<file path="src/rtl/alu_selftest_driver.sv">
// Self-test sequencer for the 8-bit ALU: applies four fixed vectors and checks
// result/N/Z after ALU_LATENCY cycles, reporting pass, fail count and first failing index.
module alu_selftest_driver #(
    parameter int N           = 8,
    parameter int ALU_LATENCY = 1
) (
    input  logic         clk,
    input  logic         reset,
    input  logic         start,
    input  logic [N-1:0] alu_out,
    input  logic         alu_flag_n,
    input  logic         alu_flag_z,
    output logic [N-1:0] in_a,
    output logic [N-1:0] in_b,
    output logic [3:0]   operation,
    output logic         busy,
    output logic         done,
    output logic         pass,
    output logic [2:0]   fail_count,
    output logic [1:0]   fail_index
);

    typedef enum logic [1:0] {
        S_IDLE,
        S_APPLY,
        S_WAIT,
        S_DONE
    } state_t;

    state_t       r_state;
    state_t       w_state_nxt;
    logic [1:0]   r_idx;
    logic [3:0]   r_lat;

    logic [1:0]   w_load_idx;
    logic [N-1:0] w_vec_a;
    logic [N-1:0] w_vec_b;
    logic [3:0]   w_vec_op;
    logic [N-1:0] w_exp_out;
    logic         w_exp_n;
    logic         w_exp_z;
    logic         w_start_run;
    logic         w_cmp_now;
    logic         w_last;
    logic         w_mismatch;
    logic         w_load;
    logic [2:0]   w_fail_cnt_nxt;

    // Operand table, indexed by the vector about to be applied
    always_comb begin
        w_vec_a  = '0;
        w_vec_b  = '0;
        w_vec_op = 4'b0000;
        case (w_load_idx)
            2'd0: begin w_vec_a = N'(8'h1A); w_vec_b = N'(8'h2B); w_vec_op = 4'b0000; end
            2'd1: begin w_vec_a = N'(8'h3C); w_vec_b = N'(8'h1F); w_vec_op = 4'b0001; end
            2'd2: begin w_vec_a = N'(8'hFF); w_vec_b = N'(8'h0F); w_vec_op = 4'b0010; end
            default: begin w_vec_a = N'(8'hAA); w_vec_b = N'(8'h55); w_vec_op = 4'b0011; end
        endcase
    end

    // Expected response table, indexed by the vector currently under test
    always_comb begin
        w_exp_out = '0;
        w_exp_n   = 1'b0;
        w_exp_z   = 1'b0;
        case (r_idx)
            2'd0: w_exp_out = N'(8'h45);
            2'd1: w_exp_out = N'(8'h1D);
            2'd2: w_exp_out = N'(8'h0F);
            default: begin w_exp_out = N'(8'hFF); w_exp_n = 1'b1; end
        endcase
    end

    assign w_start_run    = start && ((r_state == S_IDLE) || (r_state == S_DONE));
    assign w_cmp_now      = (r_state == S_WAIT) && (r_lat == 4'd0);
    assign w_last         = (r_idx == 2'd3);
    assign w_mismatch     = w_cmp_now &&
                            ({alu_out, alu_flag_n, alu_flag_z} != {w_exp_out, w_exp_n, w_exp_z});
    assign w_load         = w_start_run || (w_cmp_now && !w_last);
    assign w_load_idx     = (r_state == S_WAIT) ? r_idx + 2'd1 : 2'd0;
    assign w_fail_cnt_nxt = fail_count + {2'b00, w_mismatch};

    always_ff @(posedge clk or posedge reset) begin
        if (reset) begin
            r_state <= S_IDLE;
        end else begin
            r_state <= w_state_nxt;
        end
    end

    always_comb begin
        w_state_nxt = r_state;
        case (r_state)
            S_IDLE:  if (start) w_state_nxt = S_APPLY;
            S_APPLY: w_state_nxt = S_WAIT;
            S_WAIT:  if (r_lat == 4'd0) w_state_nxt = w_last ? S_DONE : S_APPLY;
            S_DONE:  if (start) w_state_nxt = S_APPLY;
            default: w_state_nxt = S_IDLE;
        endcase
    end

    always_ff @(posedge clk or posedge reset) begin
        if (reset) begin
            r_idx      <= 2'd0;
            r_lat      <= 4'd0;
            in_a       <= '0;
            in_b       <= '0;
            operation  <= 4'b0000;
            busy       <= 1'b0;
            done       <= 1'b0;
            pass       <= 1'b0;
            fail_count <= 3'd0;
            fail_index <= 2'd0;
        end else begin
            if (w_start_run) begin
                r_idx      <= 2'd0;
                fail_count <= 3'd0;
                fail_index <= 2'd0;
                pass       <= 1'b0;
                done       <= 1'b0;
                busy       <= 1'b1;
            end

            if (w_load) begin
                in_a      <= w_vec_a;
                in_b      <= w_vec_b;
                operation <= w_vec_op;
            end

            if (r_state == S_APPLY) begin
                r_lat <= 4'(ALU_LATENCY - 1);
            end else if ((r_state == S_WAIT) && (r_lat != 4'd0)) begin
                r_lat <= r_lat - 4'd1;
            end

            // Final verdict folds in the last vector's compare from this same edge
            if (w_cmp_now) begin
                if (w_mismatch) begin
                    fail_count <= w_fail_cnt_nxt;
                    if (fail_count == 3'd0) fail_index <= r_idx;
                end
                if (w_last) begin
                    busy <= 1'b0;
                    done <= 1'b1;
                    pass <= (w_fail_cnt_nxt == 3'd0);
                end else begin
                    r_idx <= r_idx + 2'd1;
                end
            end
        end
    end

endmodule

</file>
<file path="config.mk">
export PLATFORM = sky130hd
export DESIGN_NAME = alu_selftest_driver
export DESIGN_NICKNAME = d
export VERILOG_FILES = /design/src/rtl/alu_selftest_driver.sv
export SDC_FILE = /design/constraint.sdc
export NUM_CORES = 1
export LEC_CHECK = 0
export ABC_CLOCK_PERIOD_IN_PS = 3500
export BUFFER_PORTS_ARGS = -buffer_cell sky130_fd_sc_hd__buf_2
export CAP_MARGIN = 20
export CORE_AREA = 2 2 75 77
export CTS_BUF_LIST = sky130_fd_sc_hd__clkbuf_4 sky130_fd_sc_hd__clkbuf_8
export DETAILED_ROUTE_END_ITERATION = 16
export DIE_AREA = 0 0 77 79
export MAX_ROUTING_LAYER = met4
export PLACE_DENSITY = 0.6
export REMOVE_ABC_BUFFERS = 1
export SLEW_MARGIN = 0
export SYNTH_ARGS = -nofsm -noshare
export SYNTH_HDL_FRONTEND = slang
export SYNTH_SLANG_ARGS = --single-unit
</file>
<file path="constraint.sdc">
create_clock -name clk -period 3.5 [get_ports clk]
set_input_delay 0 -clock clk [delete_from_list [all_inputs] [get_ports clk]]
set_output_delay 0 -clock clk [all_outputs]
set_load 0.005 [all_outputs]
</file>
=== Yosys cells after proc, flatten, opt, wreduce, memory -nomap -nowiden ===
Index checks and enable logic that the tools add are counted.

* Mux-type cells: 31
* Equal/unequal tests: 11
* Add/sub/neg operators: 3
* Reductions and logical operators: 19

{| class="wikitable"
|+ Operator list
! operator !! number
|-
| $pmux W8 S3 || 2
|-
| $mux W2 || 11
|-
| $pmux W7 S3 || 1
|-
| $pmux W2 S3 || 2
|-
| $eq A2 B2 Y1 const B || 5
|-
| $mux W1 || 10
|-
| $ne A10 B10 Y1 || 1
|-
| $mux W3 || 3
|-
| $mux W4 || 2
|-
| $eq A2 B1 Y1 const B || 3
|-
| $logic_not A2 Y1 || 3
|-
| $logic_not A3 Y1 || 2
|-
| $logic_and A1 B1 Y1 || 5
|-
| $logic_not A4 Y1 || 1
|-
| $ne A2 B1 Y1 const B || 2
|-
| $reduce_bool A4 Y1 || 1
|-
| $sub A4 B1 Y4 const B || 1
|-
| $add A3 B1 Y3 || 1
|-
| $reduce_or A3 Y1 || 1
|-
| $add A2 B1 Y2 const B || 1
|-
| $logic_or A1 B1 Y1 || 2
|-
| $reduce_and A2 Y1 || 1
|-
| $reduce_bool A2 Y1 || 1
|-
| $reduce_or A2 Y1 || 1
|-
| $logic_not A1 Y1 || 1
|}

* Register bits after elaboration: 36
* Bits of input ports: 13
* Logic and storage cells: 75

=== Depth between registers and ports, before layout ===
* Word-level depth: 9
* Mapped depth: 10
* Gate-level depth less buffers: 10

=== Worst setup path after synthesis ===
No wires, ideal clock.

* Kind: reg-to-reg
* From: register r_idx[0]
* To: register pass
* Required time: 3.390 ns
* Path buffers: 0
* Library setup time: 0.110 ns
* Period minus slack after synthesis: 2.585 ns
* Cell stages (with the launch flop): 10
* Setup slack: 0.915 ns
* Arrival: 2.475 ns
* Cells stage by stage: dfrtp_1 > inv_1 > ha_1 > xnor2_1 > nor4_2 > a41oi_4 > ha_1 > ha_1 > or2_2 > o41ai_1

* Longest elaborated chain between the ends: 9
* Elaborated cells on any way between the ends: 13
* Those cells by class: 1 x add/sub; 4 x eq/ne; 4 x mux; 4 x reduce/logical

{| class="wikitable"
|+ Ends and longest elaborated chain
! item !! RTL line !! RTL
|-
| start, declared || 32 || <nowiki>logic [1:0] r_idx;</nowiki>
|-
| start signal, assigned || 148 || <nowiki>r_idx <= r_idx + 2'd1;</nowiki>
|-
| $eq A2 B2 Y1, or another cell as far along || 67 || <nowiki>case (r_idx)</nowiki>
|-
| $reduce_or A3 Y1 (no line) || -- ||
|-
| $mux W1 || 67 ||
|-
| $ne A10 B10 Y1 || 79 || <nowiki>({alu_out, alu_flag_n, alu_flag_z} != {w_exp_out, w_exp_n, w_exp_z});</nowiki>
|-
| $logic_and A1 B1 Y1 || 78 || <nowiki>assign w_mismatch = w_cmp_now &&</nowiki>
|-
| $add A3 B1 Y3 || 82 || <nowiki>assign w_fail_cnt_nxt = fail_count + {2'b00, w_mismatch};</nowiki>
|-
| $logic_not A3 Y1 || 146 || <nowiki>pass <= (w_fail_cnt_nxt == 3'd0);</nowiki>
|-
| $mux W1 (*) || 143 || <nowiki>if (w_last) begin</nowiki>
|-
| $mux W1 (*) || 138 || <nowiki>if (w_cmp_now) begin</nowiki>
|-
| end signal, assigned || 146 ||
|-
| end, declared || 18 || <nowiki>output logic pass,</nowiki>
|}

Every way passes the cells marked *; elsewhere a longest branch is shown, timed or not.
A chain may end at the register's enable or synchronous reset.

=== Worst setup path in the final report ===
Same ends and word-level chain as after synthesis.

==> metrics <==
Initial Utilization=28.8%; PD cells=639 nW/um^2; setup violators final=0; Seq/Total Area, Yosys=42.3%; I/O Buffers=37; Synthesis Warnings=0; initial DRC count=49; combinational fraction of design power=46.4%; unrepaired setup endpoints after global routing=false; CTS tree=done; Total Routing Usage GR=9.73%; vias in the first global route=1002; max_cap viols=0; # DRC=0; relative slew slack=65.4%; Post-synth top cells=dfrtp_1, ha_1, nand2_1; CTS Buffer Depth=2; Slew Limit Fails=0; M1 WL=1.33 mm; Die W=77 um; TritonCTS buffer count=3; die height=79 um; antenna viol nets, final=0; Switching Fraction=38.2%; number of flops mapped to enable cells by yosys=0; worst-margin pin slew=0.519 ns; worst hold path type=in2reg; Die ar.=6080 um^2; sequential power share=37.4%; WS Path Type=reg2reg; post-cts gate resize count=0; Syn Area/Cell=10.4 um^2; first-pass GRT wire length=4.63 mm; layout cells sized above 1=31.5%; Hold Path Sink=busy$_DFF_PP0_; grt ovf=0; post-DP HPWL=2.09 mm; most common cell in the netlist=dfrtp_1; clock latency on the worst-skew pair=0.26 ns; via count=1045; Main synth FF type=dfrtp_1; Worst path max stage delay=0.42 ns; area fraction of the dominant cell type after synthesis=42.3%; clock sinks=26; Cell Rows=27; Yosys cell types=32; arrival time at the worst endpoint=2.95 ns; fillcell total=564; Worst Skew=0.00170 ns; Worst Reg-to-Reg Cells=8; Leak=0.901 nW; reg-to-reg critical path endpoint=pass$_DFF_PP0_; nets=211; DR pass1 iterations=4; Tmin final=2.80 ns; uppermost layer routed=met4; Post-CTS Setup Inserts=0; antenna cells=0; slowest CP cell=dfrtp_1; top cells by area, synth=dfrtp_1, ha_1, buf_4, mux2_2, nand2_1; crit-path cells=ha_1, or3_1, o21ai_0, a41oi_4, ha_1, ha_1, or2_2, o41ai_1; Synth-to-Final Area Change=18.0%; initial antenna violation count=0; Placed Instances=247; WL final=2.68 mm; post-DR wirelength/cell=10.6 um; Clock Power Share=16.2%; largest net degree at the start of global routing=27; Pint=0.718 mW; Cells after Synth=148; critical path's most frequent cell=ha_1; synthesized flop and latch total=26; Synth area leader=dfrtp_1; core footprint=5340 um^2; fmax=358 MHz; routed length on met3=97 um; drt via density=4.13; WL met2=1.22 mm; Final Hold Viols=0; CP Launch Type=flip-flop; gp weighted congestion=0.692; P_sw=0.444 mW; Worst Min Path Start=start; ys async rst share=100%; flop2flop setup slack=0.70 ns; synthesized area=1540 um^2; CP Data Required Time=3.66 ns; outcome=complete, no violations; CTS clk-pin slew, worst paths=0.08 ns; crit-path max FO=12; Hold Path Stages=3; CTS Root Cell=clkbuf_8; CTS hold repair buffers=0; total negative slack=0 ns; peak supply drop=295 uV; Final Non-Filler Cells=253; # IOs=41; final worst-path cycle share=79.9%; nature of the critical path endpoint=flip-flop; H-tree depth=1; r2r startpoint=r_idx[0]$_DFF_PP0_
-- metrics by stage --
step / cell area [um^2] / util [%] / power, mW / hold WS (ns) / setup slack [ns]
2_1_floorplan: 1450 / - / 0.814 / 0.0400 / 0.897
3_3_place_gp: 1720 / 32.3 / 0.977 / 0.296 / 0.771
3_5_place_dp: 1720 / 32.3 / 0.984 / 0.293 / 0.690
4_1_cts: 1780 / 33.3 / 1.18 / 0.000326 / 0.667
5_1_grt: 1820 / 34.0 / 1.28 / 0.105 / 0.480
6_report: 1820 / 34.0 / 1.16 / 0.0747 / 0.703
-- cells by family after synthesis --
family / after synthesis / share of synthesized area, %
flip-flops: 26 / 42.3
other: 1 / 0.244
adder cells (fa/ha/maj): 16 / 13.0
buffers and inverters: 24 / 9.27
multiplexers: 9 / 6.34
XOR/XNOR: 5 / 2.85
AO/OA/AOI/OAI: 23 / 10.6
AND/OR/NAND/NOR: 44 / 15.4
-- sequential cells by signal (all words and copies together), names as in the netlist --
signal / count
busy: 1
done: 1
fail_count: 3
fail_index: 2
in_a: 7
in_b: 2
operation: 1
pass: 1
r_idx: 2
r_lat: 4
r_state: 2
-- power groups by stage --
stage	clock, mW	combinational [mW]	sequential [mW]
2_1_floorplan	0	0.370	0.444
3_3_place_gp	0	0.537	0.439
3_5_place_dp	0	0.542	0.441
4_1_cts	0.199	0.545	0.436
5_1_grt	0.213	0.614	0.448
6_report	0.188	0.539	0.434
-- routing by layer --
| layer | GRT usage [%] | vias to the layer above |
|---|---|---|
| li1 | - | 548 |
| met1 | 12.6 | 470 |
| met2 | 15.4 | 25 |
| met3 | 1.70 | 2 |
| met4 | 3.57 | 0 |
| met5 | - | - |
-- cells in the final DEF, fill, tap and decap left out, types with 6 or more instances in the layout --
master,instances
nand2_1,16
inv_1,12
o21ai_0,9
a21oi_1,6
ha_1,16
mux2_2,6
nor2_1,9
dfrtp_1,26
buf_2,37
-- how the worst max path moves through the flow --
stage                           to  depth (start not counted)          startpoint  slack (ns)
floorplan           pass$_DFF_PP0_                          8  r_idx[0]$_DFF_PP0_        0.90
global placement    pass$_DFF_PP0_                          8  r_idx[0]$_DFF_PP0_        0.77
detailed placement  pass$_DFF_PP0_                          9  r_idx[0]$_DFF_PP0_        0.69
CTS                 pass$_DFF_PP0_                          9  r_idx[0]$_DFF_PP0_        0.67
global route        pass$_DFF_PP0_                          9  r_idx[0]$_DFF_PP0_        0.48
finish              pass$_DFF_PP0_                          8  r_idx[0]$_DFF_PP0_        0.70
-- layout make-up --
| cell class | count | area [um^2] | area share, % |
|---|---|---|---|
| multi-input cells | 100 | 753 | 41.5 |
| inverters | 12 | 45.0 | 2.48 |
| flip-flops and latches | 26 | 651 | 35.8 |
| clock buffers | 4 | 55.1 | 3.03 |
| well taps | 72 | 90.1 | 4.96 |
| repair buffers | 39 | 223 | 12.3 |
-- worst max-delay path, delay by kind of cell (launching register included) --
| family | cells | cell delay, ns |
|---|---|---|
| adders and majority gates | 3 | 0.89 |
| and+or+nand+nor | 2 | 0.70 |
| AOI/OAI and AO/OA | 3 | 0.69 |
| DFF | 1 | 0.42 |
(Power assumes the default switching activity.)
